File: config.mk
export PLATFORM = sky130hd
export DESIGN_NAME = riscv_32f_fp_issue_ctrl
export DESIGN_NICKNAME = d
export VERILOG_FILES = /design/src/rtl/riscv_32f_fp_issue_ctrl.sv
export SDC_FILE = /design/constraint.sdc
export NUM_CORES = 1
export LEC_CHECK = 0
export ABC_AREA = 1
export BUFFER_PORTS_ARGS = -buffer_cell sky130_fd_sc_hd__buf_2
export CORE_MARGIN = 8
export CORE_UTILIZATION = 45
export CTS_CLUSTER_SIZE = 12
export DETAILED_ROUTE_END_ITERATION = 8
export GPL_TIMING_DRIVEN = 0
export PLACE_DENSITY = 0.76
export SETUP_SLACK_MARGIN = 0.15
export SYNTH_ARGS = -nofsm -noshare
export SYNTH_HDL_FRONTEND = slang
export SYNTH_SLANG_ARGS = --single-unit
File: constraint.sdc
create_clock -name clock_i -period 1.9 [get_ports clock_i]
set_input_delay 0.57 -clock clock_i [delete_from_list [all_inputs] [get_ports clock_i]]
set_output_delay 0.57 -clock clock_i [all_outputs]
set_load 0.02 [all_outputs]
File: src/rtl/riscv_32f_fp_issue_ctrl.sv
// Single-outstanding issue controller between FP decode and the pipelined RV32F ALU.
// Registers one op onto the ALU inputs, waits its latency, captures the result for writeback.
module riscv_32f_fp_issue_ctrl #(
    parameter int unsigned TAG_W = 5,
    parameter int unsigned LAT_W = 4
) (
    input  logic             clock_i,
    input  logic             reset_i,
    input  logic             req_valid_i,
    output logic             req_ready_o,
    input  logic [31:0]      req_in0_i,
    input  logic [31:0]      req_in1_i,
    input  logic [31:0]      req_in2_i,
    input  logic [15:0]      req_encoding_i,
    input  logic [4:0]       req_func5_i,
    input  logic [4:0]       req_fsrc2_i,
    input  logic [2:0]       req_rm_i,
    input  logic [LAT_W-1:0] req_lat_i,
    input  logic [TAG_W-1:0] req_tag_i,
    output logic [31:0]      alu_in0_o,
    output logic [31:0]      alu_in1_o,
    output logic [31:0]      alu_in2_o,
    output logic [15:0]      alu_encoding_o,
    output logic [4:0]       alu_func5_o,
    output logic [4:0]       alu_fsrc2_o,
    output logic [2:0]       alu_rm_o,
    input  logic [31:0]      alu_result_i,
    output logic             resp_valid_o,
    input  logic             resp_ready_i,
    output logic [31:0]      resp_data_o,
    output logic [TAG_W-1:0] resp_tag_o,
    input  logic             flush_i,
    output logic             busy_o,
    output logic [31:0]      op_count_o
);

    typedef enum logic [1:0] {IDLE, EXEC, DONE} state_t;

    localparam logic [LAT_W-1:0] CNT_ONE = LAT_W'(1);

    state_t           state;
    logic [LAT_W-1:0] cnt;
    logic             accept;

    assign req_ready_o  = !flush_i && ((state == IDLE) || ((state == DONE) && resp_ready_i));
    assign accept       = req_valid_i && req_ready_o;
    assign resp_valid_o = (state == DONE);
    assign busy_o       = (state != IDLE);

    always_ff @(posedge clock_i or negedge reset_i) begin
        if (!reset_i) begin
            state          <= IDLE;
            cnt            <= '0;
            alu_in0_o      <= '0;
            alu_in1_o      <= '0;
            alu_in2_o      <= '0;
            alu_encoding_o <= '0;
            alu_func5_o    <= '0;
            alu_fsrc2_o    <= '0;
            alu_rm_o       <= '0;
            resp_data_o    <= '0;
            resp_tag_o     <= '0;
            op_count_o     <= '0;
        end else if (flush_i) begin
            state <= IDLE;
            cnt   <= '0;
        end else begin
            case (state)
                IDLE: ;
                EXEC: begin
                    if (cnt != '0) begin
                        cnt <= cnt - CNT_ONE;
                    end else begin
                        resp_data_o <= alu_result_i;
                        state       <= DONE;
                    end
                end
                DONE: begin
                    if (resp_ready_i) begin
                        op_count_o <= op_count_o + 32'd1;
                        state      <= IDLE;
                    end
                end
                default: state <= IDLE;
            endcase

            // Accept is only possible from IDLE or a completing DONE; it overrides the case above.
            if (accept) begin
                alu_in0_o      <= req_in0_i;
                alu_in1_o      <= req_in1_i;
                alu_in2_o      <= req_in2_i;
                alu_encoding_o <= req_encoding_i;
                alu_func5_o    <= req_func5_i;
                alu_fsrc2_o    <= req_fsrc2_i;
                alu_rm_o       <= req_rm_i;
                resp_tag_o     <= req_tag_i;
                cnt            <= req_lat_i;
                state          <= EXEC;
            end
        end
    end

endmodule

==> flow_summary.json <==
{
  "violations": "negative setup slack",
  "syn2layout_area_growth_pct": 34.9,
  "holdBufCountCts": 0,
  "h-tree-depth": 4,
  "required_ns": 1.33,
  "portBuffers": 367,
  "worstSkewPairLatency_ns": 0.44,
  "path_buf_inv": 4,
  "critPathMaxFanout": 3,
  "ys_top_cells_by_area": "dfrtp_1, nand2_1, inv_1, o21ai_0, nand3_1",
  "relSlewSlack": 0.543,
  "io_pins": 368,
  "min_period_ns": 2.01,
  "reg2reg_depth": 9,
  "cts_tree": "done",
  "synth-edff-count": 0,
  "fill_cells": 1610,
  "drt_wl_total_um": 25600,
  "ant_nets": 0,
  "report.final.slew_viol_count": 0,
  "track_usage": 0.220,
  "yosysSeqAreaShare": 0.598,
  "antenna_found_initial": 2,
  "root_buffer": "clkbuf_16",
  "cp-end-kind": "primary output",
  "place_inst": 1564,
  "crit_family": "flip-flops",
  "drive_above_1_share": 0.341,
  "place_area_um2": 10500,
  "syn_nets": 1136,
  "drt_iter0_drc": 335,
  "rsz0062_at_grt": "true",
  "fp.dieW_um": 152,
  "grt_pass1_vias": 7747,
  "crit_path_cell_trace": "inv_2 -> nand2_4 -> nor2_4 -> buf_6 -> inv_6 -> o21ai_4 -> buf_6",
  "critPathMaxStageDelay_ns": 0.41,
  "drc_errors": 0,
  "cap_violations": 0,
  "yosysWarnings": 0,
  "finalNetCount": 1532,
  "p_per_area_nw_per_um2": 1160,
  "reg2reg_slack_ns": 0.20,
  "clockBufferDepth": 2,
  "fin_ws_ns": -0.109,
  "grt_overflow": 0,
  "dpl.hpwl_um": 19800,
  "worstSetupPathType": "register to primary output",
  "tightest_slew_ns": 0.686,
  "crit_slowest_cell": "dfrtp_1",
  "layout_common_cells": "buf_2, nand2_1, dfrtp_1",
  "finalHoldViolations": 0,
  "synth_cell_types": 25,
  "routedWlPerCell_um": 15.9,
  "syn_area_um2": 8370,
  "setup_violations": 1,
  "num_rows": 50,
  "grt_start_max_net_pins": 111,
  "setup_tns_ns": -0.109,
  "viasPerCell": 4.73,
  "max_freq_mhz": 498,
  "synth_ff_type": "dfrtp_1",
  "fin_cells": 1608,
  "vias": 7608,
  "irDropWorstVdd_v": 0.000786,
  "synth_seq_cells": 200,
  "gp_congestion": 0.852,
  "firstDrtPassIters": 4,
  "clock-sinks": 200,
  "worstReg2RegEnd": "cnt[3]",
  "final_common_cell": "buf_2",
  "cts_buffers": 17,
  "clock-skew-final_ns": 0.0158,
  "start_util": 0.454,
  "arrival_ns": 1.44,
  "clk_pin_slew_ns": 0.08,
  "start_kind": "register",
  "crit_top_cell": "buf_6",
  "async_flop_share": 1.00,
  "fin_area_um2": 11300,
  "grt_first_pass_wirelength_um": 40700,
  "leakage_uw": 0.00654,
  "synthCells": 962,
  "synth_area_per_cell_um2": 8.70,
  "fin_crit_sh": 1.06,
  "r2r-start": "state[0]",
  "status": "finished, violations left",
  "yosysTopAreaCell": "dfrtp_1",
  "synth_top_cell_area_share": 0.598,
  "dieArea_um2": 23200,
  "core-area_um2": 18500,
  "fp.dieH_um": 152,
  "hold_path.class": "input port to async pin"
}
-- Yosys cell counts (2+ instances only) --
library cell / number
a21oi_1: 2
ha_1: 3
xor2_1: 8
nor2_1: 26
xnor2_1: 15
clkbuf_1: 24
inv_2: 3
nor2_4: 4
o21ai_1: 12
nand4_1: 11
o21ai_0: 118
inv_1: 159
nand2_1: 291
nand3_1: 58
nor2_2: 2
buf_2: 14
dfrtp_1: 200
nor3_1: 5
-- registers in the layout, indices dropped and copies added (netlist names) --
signal / count
alu_func5_o: 5
alu_in2_o: 32
alu_encoding_o: 16
state: 2
alu_rm_o: 3
alu_in1_o: 32
alu_fsrc2_o: 5
alu_in0_o: 32
op_count_o: 32
resp_data_o: 32
cnt: 4
resp_tag_o: 5
-- where the power goes --
group	switching [uW]	total [uW]	internal, uW
logic	2580	3860	1280
clock network	1750	3490	1740
registers	518	5690	5170
-- how the worst max path moves through the flow --
stage | end | start | slack, ns | depth (start not counted)
global route | req_ready_o | state[0] | -0.17 | 7
global placement | alu_fsrc2_o[1] | reset_i | -3.13 | 1
floorplan | req_ready_o | flush_i | 0.17 | 6
CTS | req_ready_o | state[0] | -0.12 | 7
finish | req_ready_o | state[0] | -0.11 | 7
detailed placement | req_ready_o | flush_i | -0.31 | 8
-- through the flow --
step	power [uW]	worst slack [ns]	hold slack, ns	util
5_1_grt	13800	-0.168	0.173	0.612
3_3_place_gp	9470	-3.13	0.450	0.569
4_1_cts	13100	-0.124	0.158	0.607
2_1_floorplan	7850	0.174	0.274	-
3_5_place_dp	9590	-0.311	0.453	0.571
6_report	13000	-0.109	0.139	0.612
-- what timing repair did --
item | in CTS | in global routing
setup endpoints to repair | 37 | 118
resized for setup | 14 | 60
buffers inserted | 6 | 4
endpoints found under the hold margin | 0 | 0
pin swaps | 2 | 3
-- cell families after synthesis --
group | after synthesis | synth area share
AOI/OAI and AO/OA | 133 | 0.0800
buffers and inverters | 201 | 0.0931
DFF | 200 | 0.598
adders and majority gates | 3 | 0.00448
xor gates and xnor gates | 23 | 0.0241
and+or+nand+nor | 402 | 0.201
-- cell type report --
cell class                 instances  area (um^2)  area share
sequential                       200         5010       0.444
multi-input combinational        561         2630       0.233
timing repair buffer             378         1970       0.174
inverter                         162          616      0.0545
clock buffer                      18          429      0.0380
tap                              234          293      0.0259
buffer                            38          199      0.0176
clock inverter                    14          140      0.0124
antenna                            3         7.51    0.000665
-- routing by layer --
layer / global-route usage / vias to the layer above / part of all wire
li1: - / 3757 / -
met1: 0.252 / 3557 / 0.40
met2: 0.370 / 240 / 0.50
met3: 0.0675 / 54 / 0.067
met4: 0.104 / 0 / 0.035
met5: 0 / - / 0
(Power assumes the default switching activity.)
